===== src/rtl/data_bank_pkg.sv =====
// data_bank_pkg: shared sizes and state/mode types for the data bank reader.
// No ports.
package data_bank_pkg;
    localparam int NUM_WORDS = 4;
    localparam int ADDR_W    = 2;
    typedef enum logic [1:0] {IDLE = 2'd0, SEND = 2'd1, DONE = 2'd2} state_e;
    typedef enum logic {BURST = 1'b0, SINGLE = 1'b1} mode_e;
endpackage


===== src/rtl/data_bank_snapshot.sv =====
// data_bank_snapshot: 4-word shadow copy of the bank with a combinational read port.
// Ports: i_clk, i_rst_n (async active-low), i_load_all (copy every word),
//        i_load_one/i_load_idx (copy one word), i_bank (live words),
//        i_rd_idx/o_rd_data (read port).
module data_bank_snapshot
    import data_bank_pkg::*;
#(
    parameter int WIDTH = 32
) (
    input  logic              i_clk,
    input  logic              i_rst_n,
    input  logic              i_load_all,
    input  logic              i_load_one,
    input  logic [ADDR_W-1:0] i_load_idx,
    input  logic [WIDTH-1:0]  i_bank [NUM_WORDS],
    input  logic [ADDR_W-1:0] i_rd_idx,
    output logic [WIDTH-1:0]  o_rd_data
);
    logic [WIDTH-1:0] r_shadow [NUM_WORDS];

    always_ff @(posedge i_clk or negedge i_rst_n) begin
        if (!i_rst_n) begin
            for (int k = 0; k < NUM_WORDS; k++) r_shadow[k] <= '0;
        end else begin
            for (int k = 0; k < NUM_WORDS; k++)
                if (i_load_all || (i_load_one && i_load_idx == ADDR_W'(k)))
                    r_shadow[k] <= i_bank[k];
        end
    end

    assign o_rd_data = r_shadow[i_rd_idx];
endmodule


===== src/rtl/data_bank_reader.sv =====
// data_bank_reader: snapshots the 4-word bank and streams it out over valid/ready,
// or returns one word by address.
// Ports: i_clk, i_rst_n (async active-low), i_bank0..3 (live words),
//        i_start (burst request), i_rd_req/i_rd_addr (single read),
//        o_dout/o_dout_addr/o_dout_valid/o_dout_last with i_dout_ready (beat stream),
//        o_busy (SEND or DONE), o_done (one-cycle completion pulse).
// Build option: DATA_BANK_READER_CHECKSUM_EN appends a sum-of-words beat to bursts.
module data_bank_reader
    import data_bank_pkg::*;
#(
    parameter int WIDTH = 32
) (
    input  logic              i_clk,
    input  logic              i_rst_n,
    input  logic [WIDTH-1:0]  i_bank0,
    input  logic [WIDTH-1:0]  i_bank1,
    input  logic [WIDTH-1:0]  i_bank2,
    input  logic [WIDTH-1:0]  i_bank3,
    input  logic              i_start,
    input  logic              i_rd_req,
    input  logic [ADDR_W-1:0] i_rd_addr,
    output logic [WIDTH-1:0]  o_dout,
    output logic [ADDR_W-1:0] o_dout_addr,
    output logic              o_dout_valid,
    input  logic              i_dout_ready,
    output logic              o_dout_last,
    output logic              o_busy,
    output logic              o_done
);
    state_e            r_state;
    mode_e             r_mode;
    logic [ADDR_W-1:0] r_idx;
    logic [WIDTH-1:0]  w_bank [NUM_WORDS];
    logic [WIDTH-1:0]  w_rd_data;
    logic [WIDTH-1:0]  w_data;
    logic              w_start;
    logic              w_rd;
    logic              w_xfer;
    logic              w_last;

    assign w_bank[0] = i_bank0;
    assign w_bank[1] = i_bank1;
    assign w_bank[2] = i_bank2;
    assign w_bank[3] = i_bank3;

    // start has priority; a simultaneous rd_req is simply dropped
    assign w_start = r_state == IDLE && i_start;
    assign w_rd    = r_state == IDLE && !i_start && i_rd_req;
    assign w_xfer  = r_state == SEND && i_dout_ready;

    data_bank_snapshot #(.WIDTH(WIDTH)) u_snapshot (
        .i_clk      (i_clk),
        .i_rst_n    (i_rst_n),
        .i_load_all (w_start),
        .i_load_one (w_rd),
        .i_load_idx (i_rd_addr),
        .i_bank     (w_bank),
        .i_rd_idx   (r_idx),
        .o_rd_data  (w_rd_data)
    );

`ifdef DATA_BANK_READER_CHECKSUM_EN
    logic             r_csum_beat;
    logic [WIDTH-1:0] r_sum;

    // Sum accumulates as the data beats are accepted, so by the time idx wraps
    // to 0 for the extra beat it already holds all four shadow words.
    always_ff @(posedge i_clk or negedge i_rst_n) begin
        if (!i_rst_n) begin
            r_csum_beat <= 1'b0;
            r_sum       <= '0;
        end else if (w_start) begin
            r_csum_beat <= 1'b0;
            r_sum       <= '0;
        end else if (w_xfer && r_mode == BURST && !r_csum_beat) begin
            r_sum       <= r_sum + w_rd_data;
            r_csum_beat <= r_idx == ADDR_W'(NUM_WORDS - 1);
        end else if (w_xfer) begin
            r_csum_beat <= 1'b0;
        end
    end

    assign w_last = r_csum_beat || r_mode == SINGLE;
    assign w_data = r_csum_beat ? r_sum : w_rd_data;
`else
    assign w_last = r_mode == SINGLE || r_idx == ADDR_W'(NUM_WORDS - 1);
    assign w_data = w_rd_data;
`endif

    always_ff @(posedge i_clk or negedge i_rst_n) begin
        if (!i_rst_n) begin
            r_state <= IDLE;
            r_mode  <= BURST;
            r_idx   <= '0;
        end else begin
            case (r_state)
                IDLE: begin
                    if (w_start) begin
                        r_state <= SEND;
                        r_mode  <= BURST;
                        r_idx   <= '0;
                    end else if (w_rd) begin
                        r_state <= SEND;
                        r_mode  <= SINGLE;
                        r_idx   <= i_rd_addr;
                    end
                end
                SEND: begin
                    if (w_xfer) begin
                        if (w_last) r_state <= DONE;
                        else        r_idx   <= r_idx + 1'b1;
                    end
                end
                default: r_state <= IDLE;
            endcase
        end
    end

    assign o_dout_valid = r_state == SEND;
    assign o_busy       = r_state != IDLE;
    assign o_done       = r_state == DONE;
    assign o_dout       = o_dout_valid ? w_data : '0;
    assign o_dout_addr  = o_dout_valid ? r_idx : '0;
    assign o_dout_last  = o_dout_valid && w_last;
endmodule

===== config.mk =====
export PLATFORM = sky130hd
export DESIGN_NAME = data_bank_reader
export DESIGN_NICKNAME = d
export VERILOG_FILES = /design/src/rtl/data_bank_pkg.sv /design/src/rtl/data_bank_snapshot.sv /design/src/rtl/data_bank_reader.sv
export SDC_FILE = /design/constraint.sdc
export NUM_CORES = 1
export LEC_CHECK = 0
export BUFFER_PORTS_ARGS = -buffer_cell sky130_fd_sc_hd__clkbuf_2
export CORE_MARGIN = 4
export CORE_UTILIZATION = 45
export CTS_CLUSTER_DIAMETER = 150
export CTS_CLUSTER_SIZE = 25
export DETAILED_ROUTE_END_ITERATION = 6
export GPL_TIMING_DRIVEN = 0
export PLACE_DENSITY_LB_ADDON = 0.12
export SYNTH_ARGS = -nofsm -noshare
export SYNTH_HDL_FRONTEND = slang
export SYNTH_SLANG_ARGS = --single-unit
export TNS_END_PERCENT = 10

===== constraint.sdc =====
create_clock -name i_clk -period 5.2 [get_ports i_clk]
set_input_delay 1.04 -clock i_clk [delete_from_list [all_inputs] [get_ports i_clk]]
set_output_delay 1.04 -clock i_clk [all_outputs]
set_load 0.05 [all_outputs]

==> metrics.md, run 1 <==
| Metric | Value |
|---|---|
| Half-perimeter wire length after detailed placement | `10300 µm` |
| Post_cts resized | `0` |
| Worst Path Required | `4.16 ns` |
| CTS tree | `built` |
| PD cells | `764 nW/µm²` |
| Initial antenna violation count | `0` |
| Setup Crit Path Kind | `reg2out` |
| Metal3 WL | `826 µm` |
| Grt total ovfl | `0` |
| Peak supply drop | `0.407 mV` |
| Core ar. | `13300 µm²` |
| Clk sink count | `133` |
| Initial drt markers | `208` |
| Total internal power | `3.63 mW` |
| Post-Syn Nets | `523` |
| CTS clk-pin slew, worst paths | `0.06 ns` |
| Drt pass-1 iters | `4` |
| Die ar. | `15600 µm²` |
| F_max | `280 MHz` |
| Syn avg cell area | `15.9 µm²` |
| Leakage | `3.63 nW` |
| P&R area growth vs syn | `27.8%` |
| Htree depth | `4` |
| Startpoint types | `flip-flop` |
| Clock latency on the worst-skew pair | `0.41 ns` |
| Mapped cell area | `6160 µm²` |
| Slew Viols, Final | `0` |
| Die Ht | `125 µm` |
| Share of the synthesized area in the top cell type | `54.0%` |
| Maximum clock path buffer count | `2` |
| #FFs+latches synth | `133` |
| Comb pwr share | `49.8%` |
| Antenna Cells | `0` |
| Distinct cell type count after synthesis | `32` |
| DR DRC count | `0` |
| Area after DPL | `7270 µm²` |
| First-pass GRT wire length | `23500 µm` |
| Share of layout cells above drive strength 1 | `60.6%` |
| Nets | `714` |
| Critical Path Fanout Max | `10` |
| Top Ports | `173` |
| Outcome | `completed` |
| Multi-input gate area | `2620 µm²` |
| Routed vias | `3943` |
| Final Setup Violations | `0` |
| Final GP Congestion | `0.772` |
| Vias in the first global route | `4362` |
| Hold slack final | `0.488 ns` |
| Net Switching | `2.39 mW` |
| IO Port Bufs | `171` |
| WL met1 | `6030 µm` |
| Final TNS setup | `0 ns` |
| Fillers | `1093` |
| Leading cell type in the layout, fill and taps excluded | `clkbuf_2` |
| Relative slew slack | `51.2%` |
| All-Layer GR Usage | `19.5%` |
| Hold Buf Count CTS | `0` |
| Most frequent cells in the layout | `clkbuf_2 (170), dfrtp_1 (133), mux2_2 (93)` |
| Vias/cell | `5.14` |
| Die Width | `125 µm` |
| Mapped Cells | `387` |
| Net Sw Frac | `39.7%` |
| Synth warnings | `0` |
| WL final | `14400 µm` |
| Sequential share of the synthesized area | `54.0%` |
| Setup WS pre-CTS | `2.06 ns` |
| Fin crit share | `68.6%` |
| Final WS setup | `1.63 ns` |
| Setup Buffers After CTS | `0` |
| Synth area leader | `dfrtp_1` |
| Top Layer Used | `met4` |
| Seq. cell area | `3330 µm²` |
| Critical path data arrival time | `2.53 ns` |
| Final Hold Viols | `0` |
| Final instance area | `7870 µm²` |
| FP Rows | `42` |
| Sequential share of power | `30.2%` |
| Clk network pwr share | `19.9%` |
| Slew @ Worst Pin | `0.731 ns` |
| Pin count of the biggest net entering global routing | `70` |
| Element type at the critical path end | `primary output` |
| Routed wl met2 | `7340 µm` |
| CTS buffer count | `17` |
| Wire per inst | `18.8 µm` |
| Worst Clk Skew | `0.00371 ns` |
| Final min period | `3.57 ns` |
| CTS root buf | `clkbuf_16` |
| RSZ-0062 raised after global routing | `no` |
| Max Cap Violations | `0` |
| Starting Density | `46.2%` |
| Core Util, Final | `59.0%` |
| Largest cells by area after synthesis | `dfrtp_1 (54%), mux2_2 (17%), mux4_2 (12%), mux2_1 (6.4%), and2_1 (3.6%)` |
| Final ANT Viol Nets | `0` |
| Hold WC Path Type | `reg2reg` |
-- cell usage after synthesis --
cell	number
mux2_2	93
or2_2	1
a31oi_1	1
nor2b_1	2
nor3_1	1
a311oi_1	1
o21bai_1	2
mux2_1	35
mux2i_1	2
nor3b_2	1
nor2_4	1
and3_1	1
clkbuf_1	5
and3b_1	3
o21ai_0	1
buf_4	8
and2_1	35
mux4_2	32
or3b_2	1
a22oi_1	2
ha_1	1
buf_6	9
a211oi_1	1
dfrtp_1	133
o21ai_2	3
a21oi_1	2
inv_1	2
buf_1	1
nor2_1	1
nor3_4	1
nand2b_1	1
buf_2	4
-- power by group through the flow --
stage / Combinational, mW / Sequential [mW] / Clock (mW)
after floorplan: 2.42 / 1.74 / 0
after global placement: 2.98 / 1.80 / 0
after detailed placement: 3.04 / 1.83 / 0
after CTS: 3.05 / 1.82 / 1.23
after global routing: 3.22 / 1.88 / 1.27
final: 3.00 / 1.82 / 1.20
-- layer usage --
metal  track usage [%]  up-vias
met5                 0        -
met4              6.63        0
met3              6.14       16
met2              31.8      110
met1              24.8     2009
li1                  -     1808
-- worst paths after layout --
check / startpoint / endpoint / slack (ns) / cells after the start
max in group asynchronous: i_rst_n / u_snapshot.r_shadow[122]$_DFFE_PN0P_ / 3.87 / 2
min reg2reg: u_snapshot.r_shadow[90]$_DFFE_PN0P_ / u_snapshot.r_shadow[90]$_DFFE_PN0P_ / 0.49 / 1
min: u_snapshot.r_shadow[90]$_DFFE_PN0P_ / u_snapshot.r_shadow[90]$_DFFE_PN0P_ / 0.49 / 1
min in group asynchronous: i_rst_n / r_state[1]$_DFFE_PN0P_ / 0.60 / 1
max reg2reg: r_idx[0]$_DFFE_PN0P_ / r_idx[1]$_DFFE_PN0P_ / 3.51 / 4
max: r_state[1]$_DFFE_PN0P_ / o_dout[19] / 1.63 / 6
-- worst max-delay path, stage by stage (launching register included) --
cell      delay (ns)
dfrtp_1         0.35
buf_2           0.19
nor2b_1         0.16
clkbuf_1        0.40
clkbuf_1        0.49
and2_1          0.24
clkbuf_2        0.28
-- registers in the layout, indices dropped and copies added (netlist names) --
| signal | count |
|---|---|
| r_idx | 2 |
| u_snapshot.r_shadow | 128 |
| r_mode | 1 |
| r_state | 2 |
-- cell families after synthesis --
kind of cell / share of synthesized area (%)
buf+inv: 3.43
compound gates: 1.52
simple gates: 5.42
flops: 54.0
mux: 35.4
fa+ha+maj: 0.203
-- per-stage QoR --
step                power, mW  cells
global route             6.37    767
finish                   6.01    767
floorplan                4.16    387
CTS                      6.09    767
global placement         4.79    734
detailed placement       4.87    735
-- area by class of cell --
type / instances / share of cell area [%]
Clock buffer: 18 / 5.58
Inverter: 2 / 0.0954
Clock inverter: 14 / 2.02
Multi-Input combinational cell: 225 / 33.3
Buffer: 27 / 2.59
Timing Repair Buffer: 172 / 11.3
Tap cell: 176 / 2.80
Sequential cell: 133 / 42.3
Power figures use the tool's default switching activity.
==> run 2, diff against run 1 <==
==> constraint.sdc (replaced) <==
create_clock -name i_clk -period 3 [get_ports i_clk]
set_input_delay 0.6 -clock i_clk [delete_from_list [all_inputs] [get_ports i_clk]]
set_output_delay 0.6 -clock i_clk [all_outputs]
set_load 0.05 [all_outputs]
==> run 2 against run 1 <==
  * Sequential share of layout area about the same
  * Clock skew about the same
  * Highest routed layer unchanged
  * Sequential power up 73%
  * Flip-flop and latch count stayed put
==> metrics.md, run 2 (synthesized netlist as in run 1, its figures left out) <==
| Metric | Value |
|---|---|
| Outcome | `completed` |
| Largest registers | `u_snapshot.r_shadow (128), r_idx (2), r_state (2)` |
| Sequential share of power | `30.2%` |
| Max Cap Violations | `0` |
| Initial drt markers | `220` |
| Grt total ovfl | `0` |
| Clk network pwr share | `19.9%` |
| PD cells | `1320 nW/µm²` |
| Top reg by flops | `u_snapshot.r_shadow` |
| Pin count of the biggest net entering global routing | `70` |
| Final min period | `2.77 ns` |
| Slew @ Worst Pin | `0.536 ns` |
| WL met1 | `6020 µm` |
| Net Sw Frac | `39.7%` |
| Drt pass-1 iters | `4` |
| Total internal power | `6.29 mW` |
| Relative slew slack | `64.3%` |
| Peak supply drop | `0.706 mV` |
| Comb pwr share | `49.9%` |
| RSZ-0062 raised after global routing | `no` |
| Net Switching | `4.14 mW` |
| Core Util, Final | `59.0%` |
| Final Hold Viols | `0` |
| All-Layer GR Usage | `19.5%` |
| Final TNS setup | `0 ns` |
| CTS tree | `built` |
| Routed wl met2 | `7380 µm` |
| Final ANT Viol Nets | `0` |
| Top Ports | `173` |
| IO Port Bufs | `171` |
| Antenna Cells | `0` |
| FP Rows | `42` |
| Share of layout cells above drive strength 1 | `61.4%` |
| Nets | `714` |
| Leakage | `3.65 nW` |
| Hold Buf Count CTS | `0` |
| F_max | `361 MHz` |
| Maximum clock path buffer count | `2` |
| Slew Viols, Final | `0` |
| Die Width | `125 µm` |
| Worst Clk Skew | `0.00357 ns` |
| Fin crit share | `92.2%` |
| First-pass GRT wire length | `23500 µm` |
| Most frequent cells in the layout | `clkbuf_2 (174), dfrtp_1 (133), mux2_2 (93)` |
| Die Ht | `125 µm` |
| Die ar. | `15600 µm²` |
| Top Layer Used | `met4` |
| Critical path data arrival time | `2.17 ns` |
| CTS root buf | `clkbuf_16` |
| Element type at the critical path end | `primary output` |
| Routed vias | `3943` |
| Metal3 WL | `812 µm` |
| CTS buffer count | `17` |
| Startpoint types | `flip-flop` |
| Final Setup Violations | `0` |
| Setup Crit Path Kind | `reg2out` |
| Clk sink count | `133` |
| CTS clk-pin slew, worst paths | `0.06 ns` |
| Vias in the first global route | `4362` |
| Leading cell type in the layout, fill and taps excluded | `clkbuf_2` |
| Critical Path Fanout Max | `10` |
| Core ar. | `13300 µm²` |
| Wire per inst | `18.8 µm` |
| P&R area growth vs syn | `27.9%` |
| Hold WC Path Type | `in2async` |
| Half-perimeter wire length after detailed placement | `10300 µm` |
| Largest register FFs | `128` |
| Worst Path Required | `2.40 ns` |
| Htree depth | `4` |
| Power consumption | `10.4 mW` |
| Starting Density | `46.2%` |
| Vias/cell | `5.14` |
| Final GP Congestion | `0.772` |
| Clock latency on the worst-skew pair | `0.41 ns` |
| WL final | `14400 µm` |
| Initial antenna violation count | `0` |
| DR DRC count | `0` |
==> run 2: power groups by stage <==
stage	Combinational (mW)	Clock, mW	Sequential [mW]
floorplan	4.19	0	3.02
global placement	5.17	0	3.12
detailed placement	5.27	0	3.18
CTS	5.28	2.13	3.15
global route	5.59	2.20	3.26
finish	5.20	2.08	3.15
==> run 2: final cells by class <==
cell class,count,area (µm²)
repair buffers,172,892
clock buffers,18,439
flip-flops and latches,133,3330
plain buffers,27,210
clock inverters,14,159
fillers,1090,5470
inverters,2,7.51
well taps,176,220
multi-input cells,225,2620
==> run 2: critical path, cell delays in order (launching register included) <==
cell	delay (ns)
dfrtp_1	0.35
buf_2	0.19
nor2b_1	0.16
clkbuf_2	0.26
clkbuf_2	0.31
and2_1	0.20
clkbuf_2	0.28
==> run 2: layer usage <==
metal	track usage, %	up-vias
li1	-	1807
met1	24.8	2014
met2	31.8	109
met3	6.14	13
met4	6.63	0
met5	0	-
==> run 2: timing repair <==
item / CTS / global route
cloned: 0 / 0
gates resized for setup: 3 / 4
endpoints found under the setup margin: 20 / 28
setup buffers: 0 / 0
==> run 2: worst paths after layout <==
check,start,to,slack [ns],cells after the start
hold / removal,i_rst_n,r_state[1]$_DFFE_PN0P_,0.17,1
min in group i_clk,i_bank1[9],u_snapshot.r_shadow[73]$_DFFE_PN0P_,0.39,2
setup / recovery,r_state[1]$_DFFE_PN0P_,o_dout[19],0.23,6
setup reg to reg,r_idx[0]$_DFFE_PN0P_,r_idx[1]$_DFFE_PN0P_,1.31,4
hold reg to reg,u_snapshot.r_shadow[90]$_DFFE_PN0P_,u_snapshot.r_shadow[90]$_DFFE_PN0P_,0.49,1
max in group asynchronous,i_rst_n,u_snapshot.r_shadow[122]$_DFFE_PN0P_,2.10,2
==> run 2: per-stage QoR <==
| step | cells | instance area, µm² | setup slack, ns | hold WS [ns] |
|---|---|---|---|---|
| 3_3_place_gp | 734 | 7240 | -0.813 | 0.465 |
| 5_1_grt | 767 | 7880 | 0.0736 | 0.205 |
| 3_5_place_dp | 735 | 7270 | 0.298 | 0.474 |
| 2_1_floorplan | 387 | 6160 | 0.648 | 0.304 |
| 6_report | 767 | 7880 | 0.233 | 0.167 |
| 4_1_cts | 767 | 7880 | 0.0172 | 0.178 |
==> run 3, diff against run 2 <==
--- a/config.mk
+++ b/config.mk
@@ -15,5 +15,6 @@
 export PLACE_DENSITY_LB_ADDON = 0.12
 export SYNTH_ARGS = -nofsm -noshare
 export SYNTH_HDL_FRONTEND = slang
+export SYNTH_HIERARCHICAL = 1
 export SYNTH_SLANG_ARGS = --single-unit
 export TNS_END_PERCENT = 10
==> run 3 against run 2 <==
  * Global-route usage grew 5.1 points
  * Hold slack lost 0.010 ns
  * Critical path type unchanged
  * Synthesized cell count grew 87%
  * Total power grew 6.6%
  * Flip-flop and latch count is the same
  * Largest power group unchanged
  * Via count grew 72%
  * Critical endpoint is now o_dout[22]
==> metrics.md, run 3 <==
| Metric | Value |
|---|---|
| Half-perimeter wire length after detailed placement | `18300 µm` |
| Syn avg cell area | `11.4 µm²` |
| Drt pass-1 iters | `5` |
| Final WS setup | `0.120 ns` |
| Synth area leader | `dfrtp_1` |
| Initial drt markers | `431` |
| Grt total ovfl | `0` |
| XOR/XNOR Fraction of Synth Area | `0%` |
| CP max-delay cell | `mux4_2` |
| Slew @ Worst Pin | `0.644 ns` |
| PD cells | `1110 nW/µm²` |
| RSZ-0062 raised after global routing | `no` |
| WL final | `25100 µm` |
| CTS clk-pin slew, worst paths | `0.05 ns` |
| Final ANT Viol Nets | `0` |
| Leading cell type in the layout, fill and taps excluded | `clkbuf_2` |
| EDFF count, synth | `0` |
| Hold Buf Count CTS | `0` |
| Clock latency on the worst-skew pair | `0.42 ns` |
| Vias/cell | `5.85` |
| Pin count of the biggest net entering global routing | `80` |
| Share of layout cells above drive strength 1 | `38.9%` |
| F_max | `347 MHz` |
| Hold WC Path Type | `in2async` |
| Relative slew slack | `57.1%` |
| CTS tree | `built` |
| Final min period | `2.88 ns` |
| Vias in the first global route | `7078` |
| Main synth FF type | `dfrtp_1` |
| Nets | `1051` |
| Setup WS pre-CTS | `0.465 ns` |
| Distinct cell type count after synthesis | `36` |
| DR DRC count | `0` |
| Final Hold Viols | `0` |
| Crit path largest cell delay | `0.52 ns` |
| Most frequent cells in the layout | `clkbuf_2 (174), dfrtp_1 (133), nand2_1 (97)` |
| Async set-reset flop share out of synthesis | `100%` |
| CTS root buf | `clkbuf_16` |
| CTS buffer count | `17` |
| Leakage | `4.38 nW` |
| Critical Path Fanout Max | `10` |
| Wire per inst | `21.7 µm` |
| Sequential share of the synthesized area | `40.5%` |
| Die Ht | `143 µm` |
| Inst Count DP | `1125` |
| Post-Syn Nets | `859` |
| Clk sink count | `133` |
| Top reg by flops | `u_snapshot/r_shadow` |
| Post-route insts no fill | `1158` |
| First-pass GRT wire length | `38800 µm` |
| Synth cell count leaders | `dfrtp_1 (133), nand2_1 (97), nand2b_1 (96)` |
| Die ar. | `20500 µm²` |
| Top Ports | `173` |
| Mapped Cells | `723` |
| Critical path data arrival time | `2.28 ns` |
| Die Width | `143 µm` |
| Routed vias | `6770` |
| Outcome | `completed` |
| Count leader, synth | `dfrtp_1` |
| Largest cells by area after synthesis | `dfrtp_1 (40%), mux4_2 (8.8%), nand2b_1 (7.3%), nand4b_1 (6.8%), o211ai_2 (5.9%)` |
| All-Layer GR Usage | `24.6%` |
| #FFs+latches synth | `133` |
| Worst Clk Skew | `0.00608 ns` |
| Htree depth | `4` |
| Worst Path Required | `2.40 ns` |
| Final GP Congestion | `0.835` |
| Crit path max-delay family | `buffers and inverters` |
| Element type at the critical path end | `primary output` |
| Maximum clock path buffer count | `2` |
| Largest registers | `u_snapshot/r_shadow (128), r_idx (2), r_state (2)` |
| Final Setup Violations | `0` |
| Crit path cell chain | `buf_2 > buf_6 > mux4_2 > and2_1 > clkbuf_2` |
| Share of the synthesized area in the top cell type | `40.5%` |
| Synth Area in Compound Gates | `12.3%` |
| FP Rows | `49` |
| Fin crit share | `96.0%` |
| Slew Viols, Final | `0` |
| P&R area growth vs syn | `22.0%` |
| Largest family of logic cells by synthesized area | `simple AND/OR/NAND/NOR gates` |
| Startpoint types | `flip-flop` |
| Mapped cell area | `8220 µm²` |
| Starting Density | `45.8%` |
| Synth warnings | `6` |
| Synth Area in Adders | `0.152%` |
| Worst path bufs/invs | `3` |
| Multiplexer area fraction after synthesis | `14.2%` |
| Max Cap Violations | `0` |
| Simple-gate share of the synthesized area | `26.9%` |
| Setup Crit Path Kind | `reg2out` |
| Peak supply drop | `0.760 mV` |
| IO Port Bufs | `172` |
| Fillers | `1565` |
| Core ar. | `18000 µm²` |
| Largest register FFs | `128` |
| Initial antenna violation count | `2` |
## run 3: cell count changes after synthesis, sizes merged, moves of 4 or more
cell     before  now
o21ai         4    0
buf          22   44
o211ai        0   96
nand2         0   97
clkbuf        5   36
nand4b        0   64
mux2        128   33
nand4bb       0   32
nand2b        1   96
## run 3: cell families (layout without fill, tap and decap cells)
kind of cell	Yosys count	count (layout)
buf+inv	81	286
other cells	0	1
compound gates	104	104
simple gates	339	339
fa+ha+maj	1	1
flops	133	133
mux	65	65
## run 3: timing repair
item                                    in CTS  in global routing
setup buffers                                0                  0
endpoints found under the setup margin      10                 10
resized for setup                            1                  2
## run 3: area by class of cell
type	instances	area (µm²)	share of cell area [%]
clock buffers	22	464	4.63
clock inverters	10	153	1.52
repair buffers	173	897	8.95
diodes	1	2.50	0.0250
inverters	1	3.75	0.0374
well taps	229	287	2.86
flip-flops and latches	133	3330	33.2
plain buffers	80	485	4.84
multi-input cells	509	4410	43.9
## run 3: power by group
part	switching, mW	internal [mW]	leakage, nW	total (mW)
sequential	0.564	2.67	1.63	3.23
combinational	3.27	2.41	2.45	5.67
clock	0.787	1.43	0.304	2.21
## run 3: routing by layer
metal / track usage [%] / part of all wire [%] / vias to the layer above
met5: 0 / 0 / -
met4: 7.60 / 1.9 / 0
met3: 4.92 / 5.8 / 35
met2: 40.1 / 49 / 232
met1: 33.3 / 44 / 3452
li1: - / - / 3051
## run 3: per-stage QoR
step                      util [%]  total power, mW  hold slack (ns)  setup TNS, ns  cell area (µm²)
final                         55.8             11.1            0.156              0            10000
after CTS                     55.8             11.2            0.159              0            10000
after detailed placement      52.4             8.92            0.491              0             9410
after floorplan                  -             7.47            0.304              0             8220
after global routing          55.8             11.7            0.166              0            10000
after global placement        52.2             8.77            0.487        -130.17             9370
## run 3: final timing paths
path	to	depth (start not counted)	slack, ns	start
min in group i_clk	u_snapshot/r_shadow[17]$_DFFE_PN0P_	2	0.41	i_bank3[17]
max in group asynchronous	u_snapshot/r_shadow[104]$_DFFE_PN0P_	2	2.09	i_rst_n
min	u_snapshot/r_shadow[24]$_DFFE_PN0P_	1	0.16	i_rst_n
max	o_dout[22]	5	0.12	r_idx[0]$_DFFE_PN0P_
min reg2reg	u_snapshot/r_shadow[19]$_DFFE_PN0P_	1	0.50	u_snapshot/r_shadow[19]$_DFFE_PN0P_
max reg2reg	u_snapshot/r_shadow[35]$_DFFE_PN0P_	8	0.76	r_state[1]$_DFFE_PN0P_
